==> config.mk <==
export PLATFORM = sky130hd
export DESIGN_NAME = boot_loader_flat
export DESIGN_NICKNAME = d
export VERILOG_FILES = /design/src/rtl/boot_loader_if.sv /design/src/rtl/boot_loader.sv /design/src/flat_wrapper.sv
export SDC_FILE = /design/constraint.sdc
export NUM_CORES = 1
export LEC_CHECK = 0
export ABC_AREA = 1
export CAP_MARGIN = 30
export CORE_UTILIZATION = 51
export CTS_CLUSTER_DIAMETER = 150
export CTS_CLUSTER_SIZE = 25
export DETAILED_ROUTE_END_ITERATION = 10
export PLACE_DENSITY = 0.76
export SETUP_SLACK_MARGIN = 0.05
export SLEW_MARGIN = 40
export SYNTH_ARGS = -nofsm -noshare
export SYNTH_HDL_FRONTEND = slang
export SYNTH_SLANG_ARGS = --single-unit
==> constraint.sdc <==
create_clock -name i_CLOCK -period 1.7 [get_ports i_CLOCK]
set_input_delay 0.255 -clock i_CLOCK [delete_from_list [all_inputs] [get_ports i_CLOCK]]
set_output_delay 0.255 -clock i_CLOCK [all_outputs]
set_load 0.05 [all_outputs]
==> src/rtl/boot_loader_if.sv <==
// -----------------------------------------------------------------------------
// boot_loader_if
// Byte-stream and memory-write signals of the program loader, bundled so the
// loader and its environment (host link plus CPU memory) connect through a
// single port.
//
// Signals:
//   i_RXDATA   [7:0]  incoming byte from the host link
//   i_RXVALID         i_RXDATA is valid
//   o_RXREADY         loader accepts a byte (transfer = valid && ready)
//   o_MEMWADDR [15:0] memory word address of the pending write
//   o_MEMWDATA [15:0] memory word data of the pending write
//   f_MEMWRITE        write request, held until accepted
//   i_MEMREADY        memory accepts the pending write this cycle
//
// Modports:
//   slave  : the loader itself (consumes the byte stream, issues writes)
//   master : the environment (supplies bytes, accepts writes)
// -----------------------------------------------------------------------------
interface boot_loader_if;
  logic [7:0]  i_RXDATA;
  logic        i_RXVALID;
  logic        o_RXREADY;
  logic [15:0] o_MEMWADDR;
  logic [15:0] o_MEMWDATA;
  logic        f_MEMWRITE;
  logic        i_MEMREADY;

  modport slave (
    input  i_RXDATA,
    input  i_RXVALID,
    input  i_MEMREADY,
    output o_RXREADY,
    output o_MEMWADDR,
    output o_MEMWDATA,
    output f_MEMWRITE
  );

  modport master (
    output i_RXDATA,
    output i_RXVALID,
    output i_MEMREADY,
    input  o_RXREADY,
    input  o_MEMWADDR,
    input  o_MEMWDATA,
    input  f_MEMWRITE
  );
endinterface

==> src/rtl/boot_loader.sv <==
// -----------------------------------------------------------------------------
// boot_loader
// Upstream program loader for the stack CPU. Receives a framed byte stream
//   SYNC_BYTE, LEN_HI, LEN_LO, 2*N data bytes (big-endian words), CHK
// where CHK is the 8-bit sum of LEN_HI, LEN_LO and all data bytes. Each word
// is written to CPU memory at LOAD_BASE + index (wrapping mod 2^16). The CPU
// clock divisor is held paused until a frame with a matching checksum has been
// completely written; after that the loader sits in DONE until reset.
//
// Parameters:
//   LOAD_BASE  word address of the first loaded word
//   SYNC_BYTE  frame start marker
//   TIMEOUT    idle cycles allowed mid-frame before abort (0 disables)
//
// Ports:
//   i_CLOCK    system clock (same clock as the CPU clock divisor)
//   i_RESET    synchronous active-high reset
//   bus        byte stream in / memory write out (boot_loader_if.slave)
//   o_CPUHOLD  divisor pause; high while the CPU must stay frozen
//   o_DONE     load complete, CPU running
//   o_ERROR    sticky: last frame aborted (bad checksum or timeout)
//
// Every output comes straight from a flop; output flops are loaded from the
// decoded next state so they line up with the state register.
// -----------------------------------------------------------------------------
module boot_loader #(
  parameter logic [15:0] LOAD_BASE = 16'h0000,
  parameter logic [7:0]  SYNC_BYTE = 8'hA5,
  parameter int          TIMEOUT   = 1024
) (
  input  logic         i_CLOCK,
  input  logic         i_RESET,
  boot_loader_if.slave bus,
  output logic         o_CPUHOLD,
  output logic         o_DONE,
  output logic         o_ERROR
);

  // Counter only has to hold values 0 .. TIMEOUT-1.
  localparam int TW           = (TIMEOUT > 1) ? $clog2(TIMEOUT) : 1;
  localparam int TMO_LAST_INT = (TIMEOUT > 0) ? (TIMEOUT - 1) : 0;
  localparam logic [TW-1:0] TMO_LAST = TMO_LAST_INT[TW-1:0];

  typedef enum logic [2:0] {
    S_SYNC    = 3'd0,
    S_LEN_HI  = 3'd1,
    S_LEN_LO  = 3'd2,
    S_DATA_HI = 3'd3,
    S_DATA_LO = 3'd4,
    S_WRITE   = 3'd5,
    S_CHECK   = 3'd6,
    S_DONE    = 3'd7
  } state_t;

  // Running frame checksum: plain 8-bit modular sum.
  function automatic logic [7:0] chk_add(input logic [7:0] sum, input logic [7:0] b);
    return sum + b;
  endfunction

  state_t        state_q, state_d;
  logic [15:0]   len_q, len_d;
  logic [7:0]    hi_q, hi_d;
  logic [7:0]    lo_q, lo_d;
  logic [15:0]   idx_q, idx_d;
  logic [7:0]    sum_q, sum_d;
  logic [TW-1:0] tmo_q, tmo_d;
  logic          error_q, error_d;

  logic          rxready_q, rxready_d;
  logic          memwrite_q, memwrite_d;
  logic          cpuhold_q, cpuhold_d;
  logic          done_q, done_d;
  logic [15:0]   addr_q, addr_d;
  logic [15:0]   data_q, data_d;

  logic          accept_s;
  logic          timed_s;
  logic          tmo_hit_s;

  // o_RXREADY is a flop, so the handshake itself has no path from i_RXVALID
  // to any output.
  assign accept_s  = bus.i_RXVALID && rxready_q;
  assign tmo_hit_s = (TIMEOUT != 0) && (tmo_q == TMO_LAST);

  // States in which the idle timer runs; WRITE is excluded so memory
  // backpressure never counts as host inactivity.
  always_comb begin
    timed_s = 1'b0;
    case (state_q)
      S_LEN_HI, S_LEN_LO, S_DATA_HI, S_DATA_LO, S_CHECK: timed_s = 1'b1;
      default:                                           timed_s = 1'b0;
    endcase
  end

  // Next-state and datapath: frame parsing, checksum, word index and aborts.
  always_comb begin
    state_d = state_q;
    len_d   = len_q;
    hi_d    = hi_q;
    lo_d    = lo_q;
    idx_d   = idx_q;
    sum_d   = sum_q;
    error_d = error_q;
    case (state_q)
      S_SYNC: begin
        if (accept_s && (bus.i_RXDATA == SYNC_BYTE)) begin
          state_d = S_LEN_HI;
          error_d = 1'b0;
          sum_d   = 8'h00;
          idx_d   = 16'h0000;
        end else begin
          state_d = S_SYNC;
        end
      end
      S_LEN_HI: begin
        if (accept_s) begin
          len_d[15:8] = bus.i_RXDATA;
          sum_d       = chk_add(sum_q, bus.i_RXDATA);
          state_d     = S_LEN_LO;
        end else if (tmo_hit_s) begin
          error_d = 1'b1;
          state_d = S_SYNC;
        end else begin
          state_d = S_LEN_HI;
        end
      end
      S_LEN_LO: begin
        if (accept_s) begin
          len_d[7:0] = bus.i_RXDATA;
          sum_d      = chk_add(sum_q, bus.i_RXDATA);
          // An empty frame skips straight to the checksum byte.
          if ({len_q[15:8], bus.i_RXDATA} == 16'h0000) begin
            state_d = S_CHECK;
          end else begin
            state_d = S_DATA_HI;
          end
        end else if (tmo_hit_s) begin
          error_d = 1'b1;
          state_d = S_SYNC;
        end else begin
          state_d = S_LEN_LO;
        end
      end
      S_DATA_HI: begin
        if (accept_s) begin
          hi_d    = bus.i_RXDATA;
          sum_d   = chk_add(sum_q, bus.i_RXDATA);
          state_d = S_DATA_LO;
        end else if (tmo_hit_s) begin
          error_d = 1'b1;
          state_d = S_SYNC;
        end else begin
          state_d = S_DATA_HI;
        end
      end
      S_DATA_LO: begin
        if (accept_s) begin
          lo_d    = bus.i_RXDATA;
          sum_d   = chk_add(sum_q, bus.i_RXDATA);
          state_d = S_WRITE;
        end else if (tmo_hit_s) begin
          error_d = 1'b1;
          state_d = S_SYNC;
        end else begin
          state_d = S_DATA_LO;
        end
      end
      S_WRITE: begin
        if (bus.i_MEMREADY) begin
          idx_d = idx_q + 16'd1;
          // 16-bit compare: N=65535 ends after index 65534 is written.
          if ((idx_q + 16'd1) == len_q) begin
            state_d = S_CHECK;
          end else begin
            state_d = S_DATA_HI;
          end
        end else begin
          state_d = S_WRITE;
        end
      end
      S_CHECK: begin
        if (accept_s) begin
          if (bus.i_RXDATA == sum_q) begin
            state_d = S_DONE;
          end else begin
            error_d = 1'b1;
            state_d = S_SYNC;
          end
        end else if (tmo_hit_s) begin
          error_d = 1'b1;
          state_d = S_SYNC;
        end else begin
          state_d = S_CHECK;
        end
      end
      S_DONE: begin
        state_d = S_DONE;
      end
      default: begin
        state_d = S_SYNC;
      end
    endcase
  end

  // Idle timer: restarts on every accepted byte and every state change,
  // counts in the timed states, otherwise holds.
  always_comb begin
    if (accept_s || (state_d != state_q)) begin
      tmo_d = '0;
    end else if (timed_s && (TIMEOUT != 0)) begin
      tmo_d = tmo_q + TW'(1);
    end else begin
      tmo_d = tmo_q;
    end
  end

  // Output decode from the next state, so the output flops track state_q.
  always_comb begin
    rxready_d  = 1'b0;
    memwrite_d = 1'b0;
    cpuhold_d  = 1'b1;
    done_d     = 1'b0;
    addr_d     = addr_q;
    data_d     = data_q;
    case (state_d)
      S_SYNC, S_LEN_HI, S_LEN_LO, S_DATA_HI, S_DATA_LO, S_CHECK: begin
        rxready_d = 1'b1;
      end
      S_WRITE: begin
        memwrite_d = 1'b1;
      end
      S_DONE: begin
        cpuhold_d = 1'b0;
        done_d    = 1'b1;
      end
      default: begin
        rxready_d = 1'b0;
      end
    endcase
    // Address/data load only on entry to WRITE so they stay put while the
    // memory stalls the request.
    if ((state_d == S_WRITE) && (state_q != S_WRITE)) begin
      addr_d = LOAD_BASE + idx_q;
      data_d = {hi_d, lo_d};
    end else begin
      addr_d = addr_q;
      data_d = data_q;
    end
  end

  // State, datapath and output registers with synchronous reset.
  always_ff @(posedge i_CLOCK) begin
    if (i_RESET) begin
      state_q    <= S_SYNC;
      len_q      <= 16'h0000;
      hi_q       <= 8'h00;
      lo_q       <= 8'h00;
      idx_q      <= 16'h0000;
      sum_q      <= 8'h00;
      tmo_q      <= '0;
      error_q    <= 1'b0;
      rxready_q  <= 1'b1;
      memwrite_q <= 1'b0;
      cpuhold_q  <= 1'b1;
      done_q     <= 1'b0;
      addr_q     <= 16'h0000;
      data_q     <= 16'h0000;
    end else begin
      state_q    <= state_d;
      len_q      <= len_d;
      hi_q       <= hi_d;
      lo_q       <= lo_d;
      idx_q      <= idx_d;
      sum_q      <= sum_d;
      tmo_q      <= tmo_d;
      error_q    <= error_d;
      rxready_q  <= rxready_d;
      memwrite_q <= memwrite_d;
      cpuhold_q  <= cpuhold_d;
      done_q     <= done_d;
      addr_q     <= addr_d;
      data_q     <= data_d;
    end
  end

  assign bus.o_RXREADY  = rxready_q;
  assign bus.f_MEMWRITE = memwrite_q;
  assign bus.o_MEMWADDR = addr_q;
  assign bus.o_MEMWDATA = data_q;
  assign o_CPUHOLD      = cpuhold_q;
  assign o_DONE         = done_q;
  assign o_ERROR        = error_q;

endmodule

==> src/flat_wrapper.sv <==
// flat-port wrapper written by rule: the top's interface ports become plain ports
module boot_loader_flat 
#(
  parameter logic [15:0] LOAD_BASE = 16'h0000,
  parameter logic [7:0]  SYNC_BYTE = 8'hA5,
  parameter int          TIMEOUT   = 1024
)
  (i_CLOCK, i_RESET, o_CPUHOLD, o_DONE, o_ERROR, bus_i_RXDATA, bus_i_RXVALID, bus_i_MEMREADY, bus_o_RXREADY, bus_o_MEMWADDR, bus_o_MEMWDATA, bus_f_MEMWRITE);
  boot_loader_if bus_i ();
  input  logic i_CLOCK;
  input  logic i_RESET;
  output logic o_CPUHOLD;
  output logic o_DONE;
  output logic o_ERROR;
  input wire logic [$bits(bus_i.i_RXDATA)-1:0] bus_i_RXDATA;
  input wire logic [$bits(bus_i.i_RXVALID)-1:0] bus_i_RXVALID;
  input wire logic [$bits(bus_i.i_MEMREADY)-1:0] bus_i_MEMREADY;
  output wire logic [$bits(bus_i.o_RXREADY)-1:0] bus_o_RXREADY;
  output wire logic [$bits(bus_i.o_MEMWADDR)-1:0] bus_o_MEMWADDR;
  output wire logic [$bits(bus_i.o_MEMWDATA)-1:0] bus_o_MEMWDATA;
  output wire logic [$bits(bus_i.f_MEMWRITE)-1:0] bus_f_MEMWRITE;
  assign bus_i.i_RXDATA = bus_i_RXDATA;
  assign bus_i.i_RXVALID = bus_i_RXVALID;
  assign bus_i.i_MEMREADY = bus_i_MEMREADY;
  assign bus_o_RXREADY = bus_i.o_RXREADY;
  assign bus_o_MEMWADDR = bus_i.o_MEMWADDR;
  assign bus_o_MEMWDATA = bus_i.o_MEMWDATA;
  assign bus_f_MEMWRITE = bus_i.f_MEMWRITE;
  boot_loader #(.LOAD_BASE(LOAD_BASE), .SYNC_BYTE(SYNC_BYTE), .TIMEOUT(TIMEOUT)) u_core (.i_CLOCK(i_CLOCK), .i_RESET(i_RESET), .bus(bus_i), .o_CPUHOLD(o_CPUHOLD), .o_DONE(o_DONE), .o_ERROR(o_ERROR));
endmodule
Yosys cells after proc, flatten, opt, wreduce, memory -nomap -nowiden
Index checks and enable logic that the tools add are counted.
- register bits: 106
- input port bits: 12
- output and inout bits: 37
- word-level logic and storage cells: 99
- $add $sub $neg: 3
- equality and inequality tests: 25
- multiplexer cells: 37
- reduce and logical (&&, ||, !) cells: 19
- operators with widths (operator ; count):
    8-bit two-way mux ; 6
    16-bit two-way mux ; 2
    16-bit one-hot mux with 2 select lines ; 1
    3-bit two-way mux ; 10
    3-bit equality test, second input constant ; 8
    3-bit one-hot mux with 8 select lines ; 1
    16-bit by 1-bit adder with 16-bit output, second input constant ; 1
    16-bit equality test ; 1
    16-bit zero test ; 1
    8-bit one-hot mux with 2 select lines ; 1
    3-bit by 2-bit equality test with 1-bit output, second input constant ; 4
    1-bit two-way mux ; 12
    10-bit by 1-bit adder with 10-bit output, second input constant ; 1
    10-bit equality test, second input constant ; 1
    8-bit adder ; 1
    8-bit equality test ; 1
    8-bit equality test, second input constant ; 1
    3-bit by 1-bit equality test with 1-bit output, second input constant ; 2
    3-bit zero test ; 2
    2-bit two-way mux ; 3
    3-bit inequality test, second input constant ; 2
    3-bit AND reduction ; 2
    6-bit OR reduction ; 1
    5-bit OR reduction ; 1
    other kinds (12) ; 18

Depth between registers and ports, before layout
Gate-level depths: netlist of run 1.
- depth after elaboration: 8
- gate-level depth with buffers: 18
- gate-level depth less buffers: 18

Least setup slack after synthesis of run 1
No wires, ideal clock.
- path type: register to register
- from: reg u_core.rxready_q (netlist: u_core.bus.o_RXREADY)
- to: reg u_core.tmo_q[0]
- library setup time: 65 ps
- arrival: 1852 ps
- required time: 1635 ps
- slack: -217 ps
- cell stages (with the launch flop): 12
- buffers on the path: 1
- period minus slack after synthesis: 1917 ps
- cell sequence: dfxtp_1 nand2_1 buf_2 nor2_2 inv_2 o21ai_0 nor3b_2 nand3_2 nand2_1 clkinv_2 nand3_4 nor2_1
- longest elaborated chain between the ends: 7
- elaborated cells on any way between the ends: 12
- those cells by class: 1 x eq/ne; 7 x mux; 4 x reduce/logical
- ends and longest elaborated chain (what ; RTL line ; source):
    start: declaration ; boot_loader.sv:69 ; logic rxready_q, rxready_d;
    start signal: assignment ; boot_loader.sv:277 ; rxready_q <= rxready_d;
    1-bit logical AND * ; boot_loader.sv:82 ; assign accept_s = bus.i_RXVALID && rxready_q;
    1-bit logical AND ; boot_loader.sv:106 ; if (accept_s && (bus.i_RXDATA == SYNC_BYTE)) begin
    1-bit two-way mux ; boot_loader.sv:106 ;
    3-bit one-hot mux with 8 select lines ; boot_loader.sv:104 ; case (state_q)
    3-bit inequality test ; boot_loader.sv:208 ; if (accept_s || (state_d != state_q)) begin
    1-bit logical OR * ; boot_loader.sv:208 ;
    2-bit OR reduction (no line) * ; n/a ;
    end signal: assignment ; boot_loader.sv:275 ; tmo_q <= tmo_d;
    end: declaration ; boot_loader.sv:66 ; logic [TW-1:0] tmo_q, tmo_d;
Every way passes the cells marked *; elsewhere a longest branch is shown, timed or not.
A chain may end at the register's enable or synchronous reset.

Final worst setup path of run 1
- from: reg u_core.idx_q[4]
- to: reg u_core.tmo_q[9]
- longest elaborated chain between the ends: 8
- ends and longest elaborated chain (what ; RTL line ; source):
    start: declaration ; boot_loader.sv:64 ; logic [15:0] idx_q, idx_d;
    start signal: assignment ; boot_loader.sv:273 ; idx_q <= idx_d;
    16-bit by 1-bit adder with 16-bit output ; boot_loader.sv:172 ; if ((idx_q + 16'd1) == len_q) begin
    16-bit equality test ; boot_loader.sv:172 ;
    3-bit two-way mux ; boot_loader.sv:172 ;
    3-bit two-way mux ; boot_loader.sv:169 ; if (bus.i_MEMREADY) begin
    3-bit one-hot mux with 8 select lines ; boot_loader.sv:104 ;
    3-bit inequality test ; boot_loader.sv:208 ;
    1-bit logical OR ; boot_loader.sv:208 ;
    2-bit OR reduction (no line) ; n/a ;
Every way passes these cells.

==> impl_metrics.toml, run 1 <==
[routing]
dr.first_iter.drc_count = 364
routed_via_density = 5.73
post_drt_wl_per_cell_um = 18.0
length_of_routed_met2_wiring_um = 8940
met1_wire_length_um = 6950
route.antenna.remaining_nets = 0
totalWireLength_um = 17800
highest-signal-layer = "met4"
post-route-drc-count = 0
first_pass_iters = 6
dr_wl_met3_um = 1260
route.vias.total = 5663

[power_and_ir_drop]
power.static_leakage_nw = 3.15
vdd_drop_max_mv = 0.518
power-per-cell-area_nw_per_um2 = 554
total_power_mw = 4.16

[min_path]
worst_hold_path_type = "in -> reg"

[synthesis]
syn_nets = 702
syn-mean-instance-area_um2 = 7.08
synth-edff-count = 0
yosys_warning_total = 0
synth.largest_area_cell = "sky130_fd_sc_hd__dfxtp_1"
syn_inst = 680
netlist-cell-type-count = 40
synth.top_cell.area_share_pct = 40.8
synth_common_cells = "sky130_fd_sc_hd__nand2_1, sky130_fd_sc_hd__dfxtp_1, sky130_fd_sc_hd__nor2_1"
syn-cell-area_um2 = 4810
ys_seq_area_share_pct = 40.8
synthTopCellsByArea = "sky130_fd_sc_hd__dfxtp_1, sky130_fd_sc_hd__nand2_1, sky130_fd_sc_hd__a21oi_1, sky130_fd_sc_hd__nor2_1, sky130_fd_sc_hd__inv_1"
cell_with_the_most_instances_after_synthesis = "sky130_fd_sc_hd__nand2_1"
most_common_flop_cell_mapped_by_yosys = "sky130_fd_sc_hd__dfxtp_1"
number_of_synthesized_register_bits = 98
asyncSetResetFlopFracSynth_pct = 0

[flow_run]
maxCapViolations = 0

[floorplanning]
design.portCount = 49
dieArea_um2 = 9830
start_util_pct = 52.3
row_count = 35
die_w_um = 99.1
floorplan.core_area_um2 = 9200
die_height_um = 99.1

[global_route]
grt_max_degree = 38
globalRouteOverflowTotal = 0
grt_antenna_before_repair = 0
via_count_of_the_first_global_routing_pass = 5218
grt.total_usage_pct = 30.9
grt_first_pass_wirelength_um = 24100

[sta]
slack_of_the_critical_path_ps = -537
min_period_ps = 2240
setup_repair_after_global_routing_missed_its_margin = "true"
final_max_slew_viol_count = 0
final_count_of_negative_setup_slack_endpoints = 26
final.period_utilization_pct = 132
tightest_slew_ps = 413
slew-limit-headroom_pct = 72.2
final-hold-violation-count = 0
max_freq_ghz = 0.447
timing.clock.skew_ps = 13.0

[place]
io_buffers = 48
gp_congestion = 0.891
detailed_place_hpwl_um = 10000
placed_cell_area_um2 = 6250

[cts]
clock_tree_from_tritoncts = "done"
insertion_delay_ps = 380
maximum_level_of_the_cts_h_tree = 3
numCtsBuffers = 9
clock_sink_count = 98
cts_root_buf = "sky130_fd_sc_hd__clkbuf_8"
cts_max_path_buffers = 2
worst_setup_hold_path_clk_slew_ps = 110

[final_layout]
syn_to_final_growth_pct = 56.0
design_area_um2 = 7510
num_antenna_cells = 0
layout-drive-gt1-share_pct = 43.3
finalNetCount = 894

[setup_path]
start_kind = "flip-flop"
crit_required_ps = 1970
endpoint_kind = "flip-flop"
timing.setup.critical_path_class = "reg -> reg"
critical_path.max_fanout = 6
worstPathArrival_ps = 2500

[status]
status = "complete, but fails checks"
failed_checks = "setup timing"
==> routing by layer <==
| layer | global-route usage, % | vias up |
|---|---|---|
| met5 | 0 | - |
| met4 | 14.8 | 0 |
| met3 | 4.01 | 72 |
| met2 | 54.3 | 302 |
| met1 | 37.5 | 2674 |
| li1 | - | 2615 |
==> cell type report <==
type                       count  area [um^2]
clock buffer                   9          124
clock inverter                 7         86.3
fill                         521         1690
inverter                      69          269
multi-input combinational    491         3140
sequential                    98         1990
tap                          111          139
timing repair buffer         203         1760
==> cells in the final DEF (no fill, tap or decap), drive strengths merged, types with 2 or more instances in the layout <==
| cell type | count |
|---|---|
| clkbuf | 12 |
| a22oi | 3 |
| inv | 70 |
| mux2i | 4 |
| dfxtp | 98 |
| ha | 9 |
| nor3 | 4 |
| dlygate4sd2 | 4 |
| o21ai | 43 |
| nand2 | 162 |
| xnor2 | 5 |
| nand3b | 4 |
| xor2 | 10 |
| nor2 | 99 |
| a21oi | 73 |
| nand3 | 45 |
| nor4 | 4 |
| o21bai | 2 |
| a31oi | 3 |
| clkdlybuf4s50 | 6 |
| buf | 189 |
| nand4 | 12 |
| o211ai | 3 |
| clkinv | 6 |
==> what timing repair did <==
action                                 in CTS  in global routing
hold buffers                                0                  0
gates resized for setup                    97                115
setup endpoints to repair                  78                 70
endpoints found under the hold margin       0                  0
buffers inserted                           28                 14
cloned                                      1                  3
pin swaps                                  48                 48
==> sequential cells by signal, indices dropped and copies added, names as in the netlist, 3 cells and up <==
register,cells
u_core.state_q,3
u_core.tmo_q,10
u_core.bus.o_MEMWDATA,16
u_core.idx_q,16
u_core.bus.o_MEMWADDR,16
u_core.len_q,16
u_core.hi_q,8
u_core.sum_q,8
==> power breakdown <==
part | leakage, nW | switching (mW) | internal, mW
clock | 0.104 | 1.00 | 0.591
combinational | 2.25 | 0.164 | 0.112
sequential | 0.796 | 0.00200 | 2.29
total | 3.15 | 1.17 | 2.99
==> critical path: stages (launching register included) <==
cell	delay [ps]
sky130_fd_sc_hd__dfxtp_1	420
sky130_fd_sc_hd__nand2_2	140
sky130_fd_sc_hd__nor2_4	280
sky130_fd_sc_hd__buf_4	160
sky130_fd_sc_hd__nand3_2	70
sky130_fd_sc_hd__xor3_1	230
sky130_fd_sc_hd__nand2_1	70
sky130_fd_sc_hd__nor2_2	100
sky130_fd_sc_hd__nand4_1	100
sky130_fd_sc_hd__nand2_1	90
sky130_fd_sc_hd__nand2_2	100
sky130_fd_sc_hd__nand2_4	100
sky130_fd_sc_hd__nand2_4	70
sky130_fd_sc_hd__nand3_4	110
sky130_fd_sc_hd__nor2_1	50
==> final timing paths <==
kind | startpoint | end | slack (ps) | depth (start not counted)
worst max register to register | u_core.idx_q[4] | u_core.tmo_q[9] | -540 | 14
worst min-delay path | bus_i_RXDATA[7] | u_core.bus.o_MEMWDATA[7] | 380 | 4
worst max-delay path | u_core.idx_q[4] | u_core.tmo_q[9] | -540 | 14
worst min register to register | u_core.sum_q[5] | u_core.sum_q[5] | 480 | 2
==> per-stage QoR <==
stage	util, %	std cells	TNS (ps)	hold WS (ps)	setup WS [ps]
finish	81.6	988	-8250	385	-537
global route	81.6	988	-11120	403	-679
CTS	76.1	975	-5350	478	-388
detailed placement	68.0	934	-24770	457	-693
global placement	68.0	934	-23150	452	-631
floorplan	-	680	-1290	404	-131
==> kinds of logic after synthesis <==
group,count (synthesis),synth area share (%)
buffers and inverters,92,7.36
and+or+nand+nor,331,30.9
adders and majority gates,10,2.76
AOI/OAI and AO/OA,129,14.2
xor gates and xnor gates,16,3.22
DFF,98,40.8
muxes,4,0.832
No activity file was read; power rests on OpenSTA's default activity.
==> inputs of run 2 (changes only) <==
CAP_MARGIN = 0   (was 30)
==> results of run 2 <==
The final DEF is identical to that of run 1; final timing and power are the same.
